[src/rtl/dmem_pkg.sv]
// Shared data-memory definitions: DMCtrl access-width encodings and the
// access sequencer state type.
package dmem_pkg;

    localparam logic [2:0] DM_B  = 3'b000;
    localparam logic [2:0] DM_H  = 3'b001;
    localparam logic [2:0] DM_W  = 3'b010;
    localparam logic [2:0] DM_BU = 3'b100;
    localparam logic [2:0] DM_HU = 3'b101;

    typedef enum logic [1:0] {
        ST_IDLE = 2'd0,
        ST_REQ  = 2'd1,
        ST_WAIT = 2'd2,
        ST_DONE = 2'd3
    } dmem_state_t;

endpackage

[src/rtl/dmem_lane_align.sv]
// Combinational byte-lane logic: store byte enables and lane replication,
// load extraction with sign/zero extension, and access legality.
module dmem_lane_align
    import dmem_pkg::*;
(
    input  logic        we,
    input  logic [2:0]  ctrl,
    input  logic [1:0]  addr_lo,
    input  logic [31:0] wdata,
    input  logic [31:0] word,
    output logic [3:0]  be,
    output logic [31:0] wlane,
    output logic [31:0] rext,
    output logic        legal
);

    logic [7:0]  sel_byte;
    logic [15:0] sel_half;

    always_comb begin
        case (addr_lo)
            2'd0:    sel_byte = word[7:0];
            2'd1:    sel_byte = word[15:8];
            2'd2:    sel_byte = word[23:16];
            default: sel_byte = word[31:24];
        endcase
        sel_half = addr_lo[1] ? word[31:16] : word[15:0];
    end

    always_comb begin
        legal = 1'b0;
        be    = 4'b0000;
        wlane = wdata;
        rext  = word;
        case (ctrl)
            DM_B: begin
                legal = 1'b1;
                be    = 4'b0001 << addr_lo;
                wlane = {4{wdata[7:0]}};
                rext  = {{24{sel_byte[7]}}, sel_byte};
            end
            DM_BU: begin
                // Unsigned widths only make sense for loads
                legal = !we;
                be    = 4'b0001 << addr_lo;
                rext  = {24'd0, sel_byte};
            end
            DM_H: begin
                legal = !addr_lo[0];
                be    = addr_lo[1] ? 4'b1100 : 4'b0011;
                wlane = {2{wdata[15:0]}};
                rext  = {{16{sel_half[15]}}, sel_half};
            end
            DM_HU: begin
                legal = !addr_lo[0] && !we;
                be    = addr_lo[1] ? 4'b1100 : 4'b0011;
                rext  = {16'd0, sel_half};
            end
            DM_W: begin
                legal = (addr_lo == 2'b00);
                be    = 4'b1111;
            end
            default: begin
                legal = 1'b0;
            end
        endcase
    end

endmodule

[src/rtl/dmem_access_ctrl.sv]
// Data-memory access sequencer: captures a core load/store, drives the
// req/gnt/rvalid handshake, stalls the core until the access retires.
module dmem_access_ctrl
    import dmem_pkg::*;
#(
    parameter int TIMEOUT_CYCLES = 64,
    parameter int CNT_W          = 7
) (
    input  logic        clk,
    input  logic        rst,
    input  logic        core_en,
    input  logic        core_we,
    input  logic [2:0]  core_ctrl,
    input  logic [31:0] core_addr,
    input  logic [31:0] core_wdata,
    output logic        stall,
    output logic [31:0] rdata,
    output logic        err,
    output logic        mem_req,
    output logic        mem_we,
    output logic [3:0]  mem_be,
    output logic [29:0] mem_addr,
    output logic [31:0] mem_wdata,
    input  logic        mem_gnt,
    input  logic        mem_rvalid,
    input  logic [31:0] mem_rdata
);

    localparam logic             TO_EN   = (TIMEOUT_CYCLES != 0);
    localparam logic [CNT_W-1:0] TO_LAST = CNT_W'((TIMEOUT_CYCLES > 0) ? TIMEOUT_CYCLES - 1 : 0);

    dmem_state_t      state_q, state_d;
    logic [CNT_W-1:0] cnt_q;
    logic             we_q;
    logic [2:0]       ctrl_q;
    logic [31:0]      addr_q;

    logic             al_we;
    logic [2:0]       al_ctrl;
    logic [1:0]       al_addr;
    logic [3:0]       al_be;
    logic [31:0]      al_wlane, al_rext;
    logic             al_legal;
    logic             capture, timeout;

    // In IDLE the live core request is aligned; afterwards the captured copy
    assign al_we   = (state_q == ST_IDLE) ? core_we        : we_q;
    assign al_ctrl = (state_q == ST_IDLE) ? core_ctrl      : ctrl_q;
    assign al_addr = (state_q == ST_IDLE) ? core_addr[1:0] : addr_q[1:0];

    dmem_lane_align u_align (
        .we      (al_we),
        .ctrl    (al_ctrl),
        .addr_lo (al_addr),
        .wdata   (core_wdata),
        .word    (mem_rdata),
        .be      (al_be),
        .wlane   (al_wlane),
        .rext    (al_rext),
        .legal   (al_legal)
    );

    assign capture  = (state_q == ST_IDLE) && core_en;
    assign timeout  = TO_EN && (cnt_q >= TO_LAST);
    assign stall    = core_en && (state_q != ST_DONE);
    assign mem_addr = addr_q[31:2];

    always_ff @(posedge clk) begin
        if (rst) state_q <= ST_IDLE;
        else     state_q <= state_d;
    end

    always_comb begin
        state_d = state_q;
        case (state_q)
            ST_IDLE: if (core_en) state_d = al_legal ? ST_REQ : ST_DONE;
            // A grant wins over a coincident rvalid or timeout
            ST_REQ: begin
                if (mem_gnt)      state_d = ST_WAIT;
                else if (timeout) state_d = ST_DONE;
            end
            ST_WAIT: begin
                if (mem_rvalid || timeout) state_d = ST_DONE;
            end
            ST_DONE: state_d = ST_IDLE;
        endcase
    end

    always_ff @(posedge clk) begin
        if (rst) begin
            mem_req <= 1'b0;
            mem_we  <= 1'b0;
            mem_be  <= 4'b0000;
            rdata   <= 32'd0;
            err     <= 1'b0;
            cnt_q   <= '0;
        end else begin
            mem_req <= (state_d == ST_REQ);
            if (capture) begin
                mem_we <= core_we && al_legal;
                mem_be <= al_legal ? al_be : 4'b0000;
                rdata  <= 32'd0;
                err    <= !al_legal;
                cnt_q  <= '0;
            end else if (state_q == ST_REQ || state_q == ST_WAIT) begin
                cnt_q <= cnt_q + 1'b1;
                if (state_q == ST_WAIT && mem_rvalid)
                    rdata <= we_q ? 32'd0 : al_rext;
                else if (state_d == ST_DONE)
                    err <= 1'b1;
            end
        end
    end

    always_ff @(posedge clk) begin
        if (capture) begin
            we_q      <= core_we;
            ctrl_q    <= core_ctrl;
            addr_q    <= core_addr;
            mem_wdata <= al_wlane;
        end
    end

endmodule

[config.mk]
export PLATFORM = sky130hd
export DESIGN_NAME = dmem_access_ctrl
export DESIGN_NICKNAME = d
export VERILOG_FILES = /design/src/rtl/dmem_pkg.sv /design/src/rtl/dmem_lane_align.sv /design/src/rtl/dmem_access_ctrl.sv
export SDC_FILE = /design/constraint.sdc
export NUM_CORES = 1
export LEC_CHECK = 0
export ABC_AREA = 0
export CAP_MARGIN = 10
export CORE_MARGIN = 2
export CORE_UTILIZATION = 35
export CTS_BUF_LIST = sky130_fd_sc_hd__clkbuf_8
export DETAILED_ROUTE_END_ITERATION = 12
export PLACE_DENSITY = 0.74
export SKIP_CTS_REPAIR_TIMING = 1
export SLEW_MARGIN = 10
export SYNTH_ARGS = -nofsm -noshare
export SYNTH_HDL_FRONTEND = slang
export SYNTH_HIERARCHICAL = 1
export SYNTH_SLANG_ARGS = --single-unit
[constraint.sdc]
create_clock -name clk -period 4.05 [get_ports clk]
set_clock_uncertainty 0.2 [all_clocks]
set_input_delay 1.215 -clock clk [delete_from_list [all_inputs] [get_ports clk]]
set_output_delay 1.215 -clock clk [all_outputs]
set_load 0.01 [all_outputs]
# [Word level (Yosys, flattened, before mapping)]
# Cells that the tools add are included.
[word_totals] regBits=116 latchBits=0 ramBits=0 mem_bits_ro=0 input_bits=105 out_inout_bits=102 wordCells=69 mem_count=0
[classes] add_sub_neg=1 n_mul=0 n_div=0 order_cmp=1 n_eq_ne=13 n_shift=1 muxes=22 bitwise_logic=0 reduce_logical=20
[ops] op="one-hot mux 32 bit (4 select lines)" count=1
[ops] op="one-hot mux 32 bit (2 select lines)" count=1
[ops] op="2-to-1 mux 32 bit" count=1
[ops] op="one-hot mux 8 bit (3 select lines)" count=1
[ops] op="2-to-1 mux 16 bit" count=1
[ops] op="2-to-1 mux 2 bit" count=6
[ops] op="one-hot mux 4 bit (3 select lines)" count=1
[ops] op="== test 2 bit, second input constant" count=4
[ops] op="2-to-1 mux 4 bit" count=2
[ops] op="one-hot mux 2 bit (4 select lines)" count=1
[ops] op="adder 7 x 1 -> 7 bit, second input constant" count=1
[ops] op=">= comparator 7 x 6 -> 1 bit, second input constant" count=1
[ops] op="== test 2 x 1 -> 1 bit, second input constant" count=3
[ops] op="== test 3 bit, second input constant" count=2
[ops] op="OR reduction 2 bit" count=3
[ops] op="logical AND 1 bit" count=5
[ops] op="2-to-1 mux 1 bit" count=5
[ops] op="one-hot mux 1 bit (5 select lines)" count=1
[ops] op="zero test 2 bit" count=2
[ops] op="!= test 2 bit, second input constant" count=2
[ops] op="nonzero test 2 bit" count=2
[ops] op="left shift 1 x 2 -> 4 bit, first input constant" count=1
[ops] op="== test 3 x 1 -> 1 bit, second input constant" count=1
[ops] op="== test 3 x 2 -> 1 bit, second input constant" count=1
[ops] op="other kinds (6)" count=9

# [Depth between registers and ports, before layout]
# Gate-level depths: netlist of run 1.
[logic_depth] ltp_word=13 depth_mapped=12 depth_no_buf=9

# [By module]
# Netlist of run 1, hierarchy kept.
[modules_own_cells] mod="dmem_access_ctrl" instances=1 cells_each=327 area_each_um2=4331.7 seq_area_each_um2=3002.9
[modules_own_cells] mod="dmem_lane_align" instances=1 cells_each=164 area_each_um2=1156.1 seq_area_each_um2=0.0

# [Worst setup path after synthesis of run 1]
# Ideal clock, no wire load.
[synth_path] kind="in2reg" from="input port core_ctrl[0]" to="register err" setup_ns=0.133 arrival_time_ns=3.059 required_ns=3.717 path_slack_ns=0.658 path_stages=8 n_path_buf=3 path_cell_list="mux2_2 -> clkbuf_1 -> buf_2 -> buf_2 -> o41ai_1 -> a21oi_1 -> a221oi_1 -> o21ai_0"
[synth_between] elab_chain_cells=9 elab_cells_between_ends=15 cone_classes="eq/ne (5); mux (6); reduce/logical (4)"
[synth_lines] item="start, declared" line_no="dmem_access_ctrl.sv:13" text="input logic [2:0] core_ctrl,"
[synth_lines] item="2-to-1 mux 3 bit *" line_no="dmem_access_ctrl.sv:48" text="assign al_ctrl = (state_q == ST_IDLE) ? core_ctrl : ctrl_q;"
[synth_lines] item="== test 3 x 2 -> 1 bit (tied with other cells)" line_no="dmem_lane_align.sv:35" text="case (ctrl)"
[synth_lines] item="one-hot mux 1 bit (5 select lines) *" line_no="dmem_lane_align.sv:35"
[synth_lines] item="net al_legal" line_no="dmem_access_ctrl.sv:43" text="logic al_legal;"
[synth_lines] item="2-to-1 mux 2 bit (2 in series)" line_no="dmem_access_ctrl.sv:76" text="ST_IDLE: if (core_en) state_d = al_legal ? ST_REQ : ST_DONE;"
[synth_lines] item="one-hot mux 2 bit (4 select lines)" line_no="dmem_access_ctrl.sv:75" text="case (state_q)"
[synth_lines] item="== test 2 bit" line_no="dmem_access_ctrl.sv:109" text="else if (state_d == ST_DONE)"
[synth_lines] item="nonzero test 2 bit (no source line)"
[synth_lines] item="AND reduction 3 bit (no source line)"
[synth_lines] item="end signal, assigned" line_no="dmem_access_ctrl.sv:103" text="err <= !al_legal;"
[synth_lines] item="end, declared" line_no="dmem_access_ctrl.sv:18" text="output logic err,"
# Mark *: on every way through the listed nets, which the timed path passes. The rest lies on a longest branch.
# A chain may end at the register's enable or synchronous reset.

# [Final worst setup path of run 1]
[layout_path] from="input port core_en" to="output port stall"
[layout_between] elab_chain_cells=1
[layout_lines] item="start, declared" line_no="dmem_access_ctrl.sv:11" text="input logic core_en,"
[layout_lines] item="logical AND 1 bit" line_no="dmem_access_ctrl.sv:65" text="assign stall = core_en && (state_q != ST_DONE);"
[layout_lines] item="end, declared" line_no="dmem_access_ctrl.sv:16" text="output logic stall,"
# Every way passes these cells.

==> results of run 1 <==
==> state kept, by name, summed over array words and instances (netlist names) <==
signal	count
mem_req	1
cnt_q	7
mem_wdata	32
err	1
mem_we	1
addr_q	32
we_q	1
mem_be	4
rdata	32
state_q	2
ctrl_q	3
==> per-layer routing <==
layer / wire length, um / GRT usage / up-vias
met3: 1700 / 0.0640 / 19
li1: - / - / 2076
met2: 7590 / 0.312 / 233
met1: 5850 / 0.206 / 2069
met4: 175 / 0.0505 / 0
met5: 0 / 0 / -
==> cells in the final DEF, fill, tap and decap left out, types with 5 or more instances in the layout <==
master / count
clkdlybuf4s50_1: 206
edfxtp_1: 68
nor2_1: 53
dfxtp_1: 48
a21oi_1: 46
nand2_1: 36
nor3b_1: 33
mux2_2: 24
clkbuf_8: 17
mux2i_1: 15
o21ai_0: 12
nor2b_1: 9
buf_4: 9
a221o_1: 9
a22o_1: 7
ha_1: 6
bufinv_16: 5
a222oi_1: 5
==> report_power, final <==
group	switching (uW)	internal (uW)
combinational	950	885
clock	505	740
sequential	79.0	1530
==> how the worst min path moves through the flow <==
stage	startpoint	to	slack [ns]	cells after the start
after floorplan	cnt_q[5]	cnt_q[5]	0.26	2
after global placement	mem_we	mem_we	0.27	1
after detailed placement	mem_we	mem_we	0.27	1
after CTS	mem_we	mem_we	0.29	1
after global routing	mem_we	mem_we	0.30	1
final	mem_we	mem_we	0.29	1
==> metrics by stage <==
step | std cells | total power [uW] | cell area (um^2) | hold slack, ns | setup WS [ns]
floorplan | 491 | 2840 | 5490 | 0.256 | 0.658
global placement | 848 | 3440 | 7470 | 0.269 | 0.284
detailed placement | 848 | 3480 | 7470 | 0.273 | 0.259
CTS | 879 | 4730 | 7930 | 0.291 | 0.268
global route | 879 | 4930 | 7930 | 0.303 | 0.234
finish | 879 | 4690 | 7930 | 0.288 | 0.282
==> cell families (layout without fill, tap and decap cells) <==
group | Yosys count | in the layout | synth area share
and+or+nand+nor | 155 | 155 | 0.147
DFF | 116 | 116 | 0.547
AOI/OAI and AO/OA | 94 | 94 | 0.114
buffers and inverters | 75 | 252 | 0.0866
muxes | 41 | 41 | 0.0855
adders and majority gates | 6 | 6 | 0.0137
xor gates and xnor gates | 4 | 4 | 0.00639
==> final cells by class <==
cell class,count,area (um^2)
well taps,211,264
clock buffers,17,234
multi-input cells,300,2010
inverters,4,15.0
flip-flops and latches,116,3000
clock inverters,14,225
fillers,1361,7330
repair buffers,217,2170
==> metrics.md, run 1 <==
| Metric | Value |
|---|---|
| Slew @ Worst Pin | approximately 0.58 ns |
| HP Class | flip-flop to flip-flop |
| Asr flop ratio synth | 0 |
| Vias per Instance | 5.00 |
| Max stage delay on crit path | 0.54 ns |
| FF-to-FF setup slack | ~0.76 ns |
| Slew Limit Fails | 0 |
| Largest net degree at the start of global routing | between 40 and 50 |
| Core Area | between 15000 and 20000 um^2 |
| RePlAce Congestion | a little under 0.9 |
| Yosys top cell by area | edfxtp_1 |
| H-tree Lvls | 4 |
| R2R depth | 9 |
| Mapped cell area | 5490 um^2 |
| Initial antenna violation count | 0 |
| RR Startpoint | state_q[0] |
| Antenna diodes | 0 |
| Fmax | about 0.27 GHz |
| Post-route minimum period | between 3 and 4 ns |
| Crit-path leading delay family | buffers and inverters |
| Slew HR | 0.614 |
| CTS tree | built |
| Clock Tree Buf Depth | 2 |
| Share of cells above drive strength 1 | 0.109 |
| DR iter-0 viols | between 200 and 300 |
| Syn Inst Count | ~490 |
| Pleak | roughly 0.0029 uW |
| DP HPWL | roughly 11000 um |
| Area fraction of the dominant cell type after synthesis | 0.372 |
| EDFF count, synth | slightly below 70 |
| Port Buffers | ~210 |
| Final Core Density | 0.519 |
| WP data arrival | between 2 and 2.5 ns |
| Period utilization | 0.930 |
| Critical path class | input port to output port |
| Buf/Inv on CP | 2 |
| WL final | 15300 um |
| IO Count | 207 |
| Area contributors post-synth | edfxtp_1 (37%), dfxtp_1 (18%), buf_4 (5.3%), mux2_2 (4.9%), nor3b_1 (4.5%) |
| Vias in the first global route | between 4000 and 5000 |
| Critical Path Start | core_en |
| Drt drc | 0 |
| Worst-path maximum fanout | 2 |
| Die Area | roughly 17000 um^2 |
| P&R area growth vs syn | 44.4% |
| Commonest cells in the netlist | edfxtp_1 (68), nor2_1 (54), dfxtp_1 (48), a21oi_1 (46), buf_4 (39) |
| Root buf cell | clkbuf_8 |
| Clock latency on the worst-skew pair | roughly 0.42 ns |
| Yosys cell types | 48 |
| Die H | roughly 130 um |
| Cells along the critical path | clkdlybuf4s50_1, nor2b_1, clkdlybuf4s50_1 |
| Setup violators final | 0 |
| Drt first pass iters | 6 |
| Global-route usage over all layers | 0.178 |
| Routed len/inst | approximately 17 um |
| Via count | between 4000 and 5000 |
| Synthesized area per cell | between 10 and 15 um^2 |
| Clk pin slew, worst setup/hold paths | 0.07 ns |
| Hold Vio Cnt, Final | 0 |
| CP Capture Point | stall |
| Crit path top cell by count | clkdlybuf4s50_1 |
| Critical Path RT | ~2.6 ns |
| Levels on crit path | 3 |
| Count leader, synth | edfxtp_1 |
| Main flop type after synthesis | edfxtp_1 |
| Setup_tns | 0 ns |
| Synthesized flop and latch total | 116 |
| Initial core utilization | 0.360 |
| Post-synthesis net count | around 600 |
| Crit Reg-Reg Endpoint | rdata[12] |
| Kind of end point of the critical path | output port |
| Die width | about 130 um |
| Slowest stage cell, crit path | clkdlybuf4s50_1 |
| Status | completed |
| # rows | 45 |
| CP Launch Type | input port |
| VDD IR max | between 0.2 and 0.25 mV |
| YS warnings | 6 |
| RSZ-0062 raised after global routing | false |
| Total CTS buffers | 17 |
| Max cap viols | 0 |
| Fin nets | between 700 and 800 |
| Detail Route Antenna Nets | 0 |
| Sequential area share after synthesis | 0.547 |
| First-pass GRT wire length | roughly 23000 um |
| Power per cell area | 591 nW/um^2 |
| Clock tree sinks | 116 |
| GRT overflow | 0 |
Note: power is estimated with default switching activity, not from simulation.
==> run 2, diff against run 1 <==
--- a/config.mk
+++ b/config.mk
@@ -5,7 +5,6 @@
 export SDC_FILE = /design/constraint.sdc
 export NUM_CORES = 1
 export LEC_CHECK = 0
-export ABC_AREA = 0
 export CAP_MARGIN = 10
 export CORE_MARGIN = 2
 export CORE_UTILIZATION = 35
==> results of run 2 <==
Final layout, timing and power as in run 1 (identical DEF).
